**config.mk**
```make
export PLATFORM = sky130hd
export DESIGN_NAME = midi_voice_allocator
export DESIGN_NICKNAME = d
export VERILOG_FILES = /design/src/rtl/midi_voice_allocator.sv
export SDC_FILE = /design/constraint.sdc
export NUM_CORES = 1
export LEC_CHECK = 0
export BUFFER_PORTS_ARGS = -buffer_cell sky130_fd_sc_hd__buf_2
export CAP_MARGIN = 15
export CELL_PAD_IN_SITES_DETAIL_PLACEMENT = 1
export CELL_PAD_IN_SITES_GLOBAL_PLACEMENT = 2
export CORE_ASPECT_RATIO = 0.7
export CORE_MARGIN = 1.5
export CORE_UTILIZATION = 37
export DETAILED_ROUTE_END_ITERATION = 7
export PLACE_DENSITY = 0.86
export SYNTH_ARGS = -nofsm -noshare
export SYNTH_HDL_FRONTEND = slang
export SYNTH_SLANG_ARGS = --single-unit
export TNS_END_PERCENT = 100
```
**constraint.sdc**
```tcl
create_clock -name iCLK -period 3.97 [get_ports iCLK]
set_input_delay 0.9925 -clock iCLK [delete_from_list [all_inputs] [get_ports iCLK]]
set_output_delay 0.9925 -clock iCLK [all_outputs]
set_load 0.05 [all_outputs]
```
**src/rtl/midi_voice_allocator.sv**
```systemverilog
// Polyphonic voice allocator: serial scan of voices per note event, then a single issue cycle
// that commits allocation state and emits one-hot on/off pulses.
module midi_voice_allocator #(
  parameter int unsigned pChannel  = 4,
  parameter int unsigned pAgeWidth = 4
) (
  input  logic                             iCLK,
  input  logic                             inRST,
  input  logic [6:0]                       iNoteNumber,
  input  logic                             iNoteOn,
  input  logic                             iNoteOff,
  input  logic [pChannel-1:0]              iVoiceBusy,
  output logic                             oReady,
  output logic [pChannel-1:0]              oVoiceOn,
  output logic [pChannel-1:0]              oVoiceOff,
  output logic [6:0]                       oVoiceNote,
  output logic                             oSteal,
  output logic [$clog2(pChannel+1)-1:0]    oActiveCount,
  output logic                             oDropErr
);

  localparam int unsigned IdxW = (pChannel > 1) ? $clog2(pChannel) : 1;
  localparam int unsigned CntW = $clog2(pChannel + 1);

  localparam logic [1:0] StIdle  = 2'd0;
  localparam logic [1:0] StScan  = 2'd1;
  localparam logic [1:0] StIssue = 2'd2;

  logic [1:0]           state_q, state_d;
  logic [IdxW-1:0]      idx_q, idx_d;
  logic                 is_on_q, is_on_d;
  logic [6:0]           lnote_q, lnote_d;

  logic [pChannel-1:0]  alloc_q, alloc_d;
  logic [6:0]           note_q [pChannel];
  logic [6:0]           note_d [pChannel];
  logic [pAgeWidth-1:0] age_q [pChannel];
  logic [pAgeWidth-1:0] age_d [pChannel];

  logic                 match_vld_q, match_vld_d;
  logic [IdxW-1:0]      match_idx_q, match_idx_d;
  logic                 free_vld_q, free_vld_d;
  logic [IdxW-1:0]      free_idx_q, free_idx_d;
  logic                 rel_vld_q, rel_vld_d;
  logic [IdxW-1:0]      rel_idx_q, rel_idx_d;
  logic                 old_vld_q, old_vld_d;
  logic [IdxW-1:0]      old_idx_q, old_idx_d;
  logic [pAgeWidth-1:0] old_age_q, old_age_d;

  logic [pChannel-1:0]  von_q, von_d;
  logic [pChannel-1:0]  voff_q, voff_d;
  logic [6:0]           vnote_q, vnote_d;
  logic                 steal_q, steal_d;
  logic [CntW-1:0]      cnt_q, cnt_d;
  logic                 drop_q, drop_d;

  logic [IdxW-1:0]      chosen;
  logic                 do_steal;
  logic                 ev;

  assign ev = iNoteOn | iNoteOff;

  always_comb begin
    state_d     = state_q;
    idx_d       = idx_q;
    is_on_d     = is_on_q;
    lnote_d     = lnote_q;
    alloc_d     = alloc_q;
    note_d      = note_q;
    age_d       = age_q;
    match_vld_d = match_vld_q;
    match_idx_d = match_idx_q;
    free_vld_d  = free_vld_q;
    free_idx_d  = free_idx_q;
    rel_vld_d   = rel_vld_q;
    rel_idx_d   = rel_idx_q;
    old_vld_d   = old_vld_q;
    old_idx_d   = old_idx_q;
    old_age_d   = old_age_q;
    von_d       = '0;
    voff_d      = '0;
    vnote_d     = vnote_q;
    steal_d     = 1'b0;
    drop_d      = drop_q;
    chosen      = '0;
    do_steal    = 1'b0;

    case (state_q)
      StIdle: begin
        if (ev) begin
          lnote_d     = iNoteNumber;
          is_on_d     = iNoteOn;
          idx_d       = '0;
          match_vld_d = 1'b0;
          free_vld_d  = 1'b0;
          rel_vld_d   = 1'b0;
          old_vld_d   = 1'b0;
          old_age_d   = '0;
          state_d     = StScan;
          // Simultaneous on/off: the NoteOn wins, the NoteOff is lost.
          if (iNoteOn && iNoteOff) drop_d = 1'b1;
        end
      end
      StScan: begin
        if (ev) drop_d = 1'b1;
        if (alloc_q[idx_q] && (note_q[idx_q] == lnote_q) && !match_vld_q) begin
          match_vld_d = 1'b1;
          match_idx_d = idx_q;
        end
        if (!alloc_q[idx_q] && !iVoiceBusy[idx_q] && !free_vld_q) begin
          free_vld_d = 1'b1;
          free_idx_d = idx_q;
        end
        if (!alloc_q[idx_q] && iVoiceBusy[idx_q] && !rel_vld_q) begin
          rel_vld_d = 1'b1;
          rel_idx_d = idx_q;
        end
        // Strict compare keeps the lowest index on age ties.
        if (alloc_q[idx_q] && (!old_vld_q || (age_q[idx_q] > old_age_q))) begin
          old_vld_d = 1'b1;
          old_idx_d = idx_q;
          old_age_d = age_q[idx_q];
        end
        if (idx_q == IdxW'(pChannel - 1)) begin
          state_d = StIssue;
        end else begin
          idx_d = idx_q + 1'b1;
        end
      end
      StIssue: begin
        if (ev) drop_d = 1'b1;
        if (is_on_q) begin
          if (match_vld_q) begin
            chosen = match_idx_q;
          end else if (free_vld_q) begin
            chosen = free_idx_q;
          end else if (rel_vld_q) begin
            chosen = rel_idx_q;
          end else begin
            chosen   = old_idx_q;
            do_steal = 1'b1;
          end
          for (int i = 0; i < int'(pChannel); i++) begin
            if (IdxW'(i) == chosen) begin
              alloc_d[i] = 1'b1;
              note_d[i]  = lnote_q;
              age_d[i]   = '0;
            end else if (alloc_q[i] && (age_q[i] != {pAgeWidth{1'b1}})) begin
              age_d[i] = age_q[i] + 1'b1;
            end
          end
          von_d[chosen] = 1'b1;
          vnote_d       = lnote_q;
          steal_d       = do_steal;
        end else if (match_vld_q) begin
          alloc_d[match_idx_q] = 1'b0;
          voff_d[match_idx_q]  = 1'b1;
          vnote_d              = lnote_q;
        end
        state_d = StIdle;
      end
      default: state_d = StIdle;
    endcase

    cnt_d = '0;
    for (int i = 0; i < int'(pChannel); i++) begin
      cnt_d = cnt_d + CntW'(alloc_d[i]);
    end
  end

  always_ff @(posedge iCLK) begin
    if (!inRST) begin
      state_q     <= StIdle;
      idx_q       <= '0;
      is_on_q     <= 1'b0;
      lnote_q     <= '0;
      alloc_q     <= '0;
      for (int i = 0; i < int'(pChannel); i++) begin
        note_q[i] <= '0;
        age_q[i]  <= '0;
      end
      match_vld_q <= 1'b0;
      match_idx_q <= '0;
      free_vld_q  <= 1'b0;
      free_idx_q  <= '0;
      rel_vld_q   <= 1'b0;
      rel_idx_q   <= '0;
      old_vld_q   <= 1'b0;
      old_idx_q   <= '0;
      old_age_q   <= '0;
      von_q       <= '0;
      voff_q      <= '0;
      vnote_q     <= '0;
      steal_q     <= 1'b0;
      cnt_q       <= '0;
      drop_q      <= 1'b0;
    end else begin
      state_q     <= state_d;
      idx_q       <= idx_d;
      is_on_q     <= is_on_d;
      lnote_q     <= lnote_d;
      alloc_q     <= alloc_d;
      note_q      <= note_d;
      age_q       <= age_d;
      match_vld_q <= match_vld_d;
      match_idx_q <= match_idx_d;
      free_vld_q  <= free_vld_d;
      free_idx_q  <= free_idx_d;
      rel_vld_q   <= rel_vld_d;
      rel_idx_q   <= rel_idx_d;
      old_vld_q   <= old_vld_d;
      old_idx_q   <= old_idx_d;
      old_age_q   <= old_age_d;
      von_q       <= von_d;
      voff_q      <= voff_d;
      vnote_q     <= vnote_d;
      steal_q     <= steal_d;
      cnt_q       <= cnt_d;
      drop_q      <= drop_d;
    end
  end

  assign oReady       = (state_q == StIdle);
  assign oVoiceOn     = von_q;
  assign oVoiceOff    = voff_q;
  assign oVoiceNote   = vnote_q;
  assign oSteal       = steal_q;
  assign oActiveCount = cnt_q;
  assign oDropErr     = drop_q;

endmodule

```
# After elaboration in Yosys (flattened, before gate mapping)
# Index checks and enable logic that the tools add are counted.
[totals]
elab_cells = 185
ram_bits = 0
romBits = 0
register_bits = 96
mem_count = 0
output_inout_bits = 21
latchBits = 0
[classes]
muxes = 59
bitwise_logic = 8
multipliers = 0
shift = 0
div = 0
n_reduce_logical = 55
n_addsub = 8
magnitude_cmp = 7
n_eq_ne = 20
[op_table]
columns = ["operator", "n"]
rows = [
  ["4-bit 2-to-1 mux", 15],
  ["3-bit AND reduction", 14],
  ["7-bit 2-to-1 mux", 4],
  ["2-bit 2-to-1 mux", 9],
  ["1-bit 2-to-1 mux", 17],
  ["4-bit by 1-bit adder with 4-bit output (second input constant)", 4],
  ["4-bit != test (second input constant)", 4],
  ["7-bit binary-select mux with 2-bit select", 1],
  ["1-bit logical AND", 14],
  ["2-bit AND reduction", 7],
  ["2-bit nonzero test", 7],
  ["2-bit != test (second input constant)", 6],
  ["1-bit case mux with 2 select lines", 5],
  ["2-bit by 3-bit < comparator with 1-bit output (second input constant)", 3],
  ["4-bit binary-select mux with 2-bit select", 1],
  ["2-bit case mux with 2 select lines", 2],
  ["4-bit case mux with 2 select lines", 1],
  ["7-bit == test", 1],
  ["1-bit zero test", 6],
  ["2-bit by 1-bit != test with 1-bit output (second input constant)", 3],
  ["5-bit OR reduction", 1],
  ["4-bit bitwise AND", 1],
  ["1-bit binary-select mux with 2-bit select", 2],
  ["1-bit demux with 2-bit select", 2],
  ["other kinds (20)", 27],
]

# Logic depth before layout (Yosys ltp)
[logic_depth]
ltp_word = 12
mapped_depth = 13
ltp_nobuf = 11

# Worst setup path after synthesis
# No wires, ideal clock.
[synth_timing]
path_kind = "register -> register"
startpoint = "register idx_q[0]"
endpoint = "register old_vld_q"
setup_slack_ps = 1200
t_arrival_ps = 2639
n_path_buf = 3
path_stages_with_launch = 12
setup_time_ps = 131
path_cell_list = "dfxtp_1 -> buf_6 -> buf_12 -> clkbuf_1 -> mux4_2 -> ha_1 -> nand2_1 -> o21bai_1 -> o2bb2ai_1 -> a21bo_2 -> a21oi_1 -> o21ai_0"
[synth_via]
elab_chain_cells = 9
[synth_rtl]
columns = ["item", "line_no", "source"]
rows = [
  ["start: declaration", "30", "logic [IdxW-1:0] idx_q, idx_d;"],
  ["start signal: assignment", "199", "idx_q <= idx_d;"],
  ["2-bit NOT with 3-bit output (not written as such)", "119", "if (alloc_q[idx_q] && (!old_vld_q || (age_q[idx_q] > old_age_q))) begin"],
  ["4-bit binary-select mux with 2-bit select", "119", ""],
  ["4-bit 2-to-1 mux (not written as such) (2 in a row)", "119", ""],
  ["4-bit > comparator", "119", ""],
  ["1-bit logical OR", "119", ""],
  ["1-bit logical AND (*)", "119", ""],
  ["2-bit != test (no source line) (*)", "n/a", ""],
  ["3-bit AND reduction (no source line) (*)", "n/a", ""],
  ["end signal: assignment", "211", "old_vld_q <= old_vld_d;"],
  ["end: declaration", "46", "logic old_vld_q, old_vld_d;"],
]
# Every way passes the cells marked *; elsewhere a longest branch is shown, timed or not. The select of a mux whose other input is x is not followed.
# A chain may end at the register's enable or synchronous reset.

# Worst setup path after layout
[layout_timing]
startpoint = "register rel_vld_q"
endpoint = "register cnt_q[1] (netlist: oActiveCount[1])"
[layout_via]
elab_chain_cells = 12
[layout_rtl]
columns = ["item", "line_no", "source"]
rows = [
  ["start: declaration", "44", "logic rel_vld_q, rel_vld_d;"],
  ["start signal: assignment", "209", "rel_vld_q <= rel_vld_d;"],
  ["2-bit 2-to-1 mux", "137", "end else if (rel_vld_q) begin"],
  ["2-bit 2-to-1 mux", "135", "end else if (free_vld_q) begin"],
  ["2-bit 2-to-1 mux", "133", "if (match_vld_q) begin"],
  ["2-bit 2-to-1 mux", "132", "if (is_on_q) begin"],
  ["2-bit 2-to-1 mux", "88", "case (state_q)"],
  ["2-bit zero test", "144", "if (IdxW'(i) == chosen) begin"],
  ["1-bit 2-to-1 mux", "144", ""],
  ["4-bit 2-to-1 mux", "132", ""],
  ["4-bit 2-to-1 mux", "88", ""],
  ["named net alloc_d[0]", "34", "logic [pChannel-1:0] alloc_q, alloc_d;"],
  ["1-bit by 1-bit adder with 2-bit output", "167", "cnt_d = cnt_d + CntW'(alloc_d[i]);"],
  ["2-bit by 1-bit adder with 3-bit output", "167", ""],
  ["3-bit by 1-bit adder with 3-bit output", "167", ""],
  ["named net cnt_d[1]", "54", "logic [CntW-1:0] cnt_q, cnt_d;"],
  ["end signal: assignment", "218", "cnt_q <= cnt_d;"],
  ["end: declaration", "54", ""],
]
# The timed path passes the listed nets, and every way through them passes these cells. The select of a mux whose other input is x is not followed.

==> out/qor.yml <==
status:
  outcome: "finished clean"
routing:
  routed_wl_um: 11700
  initialDrtViolationCount: 191
  wl_per_cell_um: 17.6
  dr.pass1.iters: 4
  num_vias: 3561
  routed_via_density: 5.32
  postRouteAntennaNets: 0
  drc_errors: 0
grt:
  grtUsageMet2: 0.312
  grt_pass1_vias: 3636
  grt_max_degree: 36
  antenna_found_initial: 0
  overflow: 0
  grt.total_usage: 0.200
  global_route.peak_usage_layer: "met2"
  grt_use_met1: 0.285
  grt_pass1_wl_um: 19400
  grt.met3_usage: 0.0437
clock_network:
  path_clk_slew_ns: 0.07
  htree_levels: 3
  post-cts-setup-buffer-count: 0
  clock_path_buffers: 2
  cts_tree: "yes"
  hold_buffers: 0
  cts.repair.resized: 0
  root_buffer: "clkbuf_16"
  clock-sinks: 96
  clk_latency_ns: 0.34
  numCtsBuffers: 9
worst_setup_path:
  ff2ff_setup_slack_ns: 1.09
  cp.required_ns: 4.20
  cp-end-kind: "flip-flop"
  worstSetupPathType: "flip-flop to flip-flop"
  startpoint_type: "flip-flop"
  cp_max_fo: 12
  critPathArrivalTime_ns: 3.11
die:
  std_cell_rows: 32
  dieArea_sq_um: 12500
  die_w_um: 133
  pin_count: 36
  core_area_sq_um: 11300
  start_util: 0.389
  fp.dieH_um: 94.0
synthesis:
  synth_flop_cell: "dfxtp_1"
  ys_ff_latch: 96
  ys_seq_area_frac: 0.439
  netlist_instances: 490
  synth.most_common_cell: "dfxtp_1"
  netlist.area_leader.share: 0.439
  synth_edf_count: 0
  ys_types: 48
  synthTopCellsByArea: "dfxtp_1 (44%), mux2i_1 (6.6%), nand2_1 (6.1%)"
  synth-async-reset-ratio: 0
  synth.net_count: 520
  yosys_warnings: 0
  syn-cell-area_sq_um: 4370
  synth.avg_cell_area_sq_um: 8.92
  synth_top_cells_by_count: "dfxtp_1 (96), nand2_1 (71), nor2_1 (54)"
  netlist.top_cell.by_area: "dfxtp_1"
timing:
  final_max_slew_viol_count: 0
  tightest_slew_ns: 0.943
  layout_min_cycle_time_ns: 2.88
  setup_ws_ns: 1.09
  max_slew_margin: 0.367
  min_period_over_period: 0.724
  final_hold_viol_count: 0
  fmax_mhz: 348
  setup-tns-final_ns: 0
  fin_hold_ws_ns: 0.459
  setup_viol: 0
  grt_setup_unrepaired: "no"
  fin_worst_skew_ns: 0.00710
placement:
  io_buffers: 35
  dp.cells: 653
  place_ws_ns: 1.09
  dpl_cell_area_sq_um: 4670
  finalWeightedCongestion: 0.780
  dpl.hpwl_um: 8210
cells_and_area:
  syn_to_final_growth_pct: 13.8
  fill_cells: 1304
  final_cells: 669
  final_cell_area_sq_um: 4980
  num_antenna_cells: 0
  drive_above_1_share: 0.145
  final_core_util: 0.442
  nNetsFinal: 541
power:
  power_leakage_nw: 2.04
  powerDensity_nw_per_um2: 414
  vdd_drop_max_v: 0.000231
  power_mw: 2.06
min_path:
  hold_path_class: "flip-flop to flip-flop"
job:
  cap_violations: 0
-- area by class of cell --
class / count / area (sq um) / area share
repair buffers: 45 / 263 / 0.0528
inverters: 13 / 48.8 / 0.00980
well taps: 153 / 191 / 0.0385
clock buffers: 10 / 239 / 0.0480
clock inverters: 6 / 68.8 / 0.0138
multi-input cells: 346 / 2240 / 0.451
flip-flops and latches: 96 / 1920 / 0.386
-- flip-flops by register name (all words and copies together), names as in the netlist, 3 cells and up --
| name | flops |
|---|---|
| oVoiceOff | 4 |
| alloc_q | 4 |
| old_age_q | 4 |
| age_q | 16 |
| oVoiceNote | 7 |
| oActiveCount | 3 |
| lnote_q | 7 |
| oVoiceOn | 4 |
| note_q | 28 |
-- per-layer routing --
metal  share of wire  vias to the layer above
met3           0.045                        9
met4          0.0072                        0
met5               0                        -
met1            0.51                     1766
met2            0.44                       58
li1                -                     1728
-- cells in the final DEF (no fill, tap or decap), drive strengths merged, types with 4 or more instances in the layout --
cell type | netlist | routed
ha | 14 | 14
nand3 | 22 | 22
mux2i | 29 | 29
nor3 | 7 | 7
and2 | 5 | 5
clkinv | 1 | 4
a21oi | 40 | 40
nor2 | 54 | 54
xor2 | 13 | 13
inv | 12 | 13
clkbuf | 30 | 10
o32ai | 5 | 5
nand4 | 4 | 4
dfxtp | 96 | 96
buf | 5 | 45
mux4 | 10 | 10
o21a | 4 | 4
nand2 | 71 | 71
nand2b | 5 | 5
o21ai | 25 | 25
xnor2 | 7 | 7
a31oi | 5 | 5
-- critical path, stage by stage, from the launching register on --
cell	delay, ns
dfxtp_1	0.44
mux2i_1	0.25
o21ai_0	0.14
o32a_1	0.53
o21ai_0	0.35
fa_1	0.45
ha_1	0.19
ha_1	0.26
and2_1	0.16
-- report_power, final --
group          switching [mW]  total, mW  internal (mW)
clock                   0.381      0.889          0.508
combinational           0.106      0.165         0.0593
sequential             0.0286       1.01          0.977
total                   0.515       2.06           1.54
-- path summary, 6_finish.rpt --
path,from,to,cells past startpoint
max,rel_vld_q,oActiveCount[1],8
min reg2reg,note_q[3],note_q[3],2
min,note_q[3],note_q[3],2
max reg2reg,rel_vld_q,oActiveCount[1],8
-- logic make-up (layout without fill, tap and decap cells) --
kind of cell,after synthesis,after routing,share of synthesized area
fa+ha+maj,15,15,0.0446
buf+inv,48,74,0.0472
xor+xnor,20,20,0.0401
flops,96,96,0.439
simple gates,179,179,0.179
mux,40,40,0.123
compound gates,92,92,0.126
Note: power is estimated with default switching activity, not from simulation.
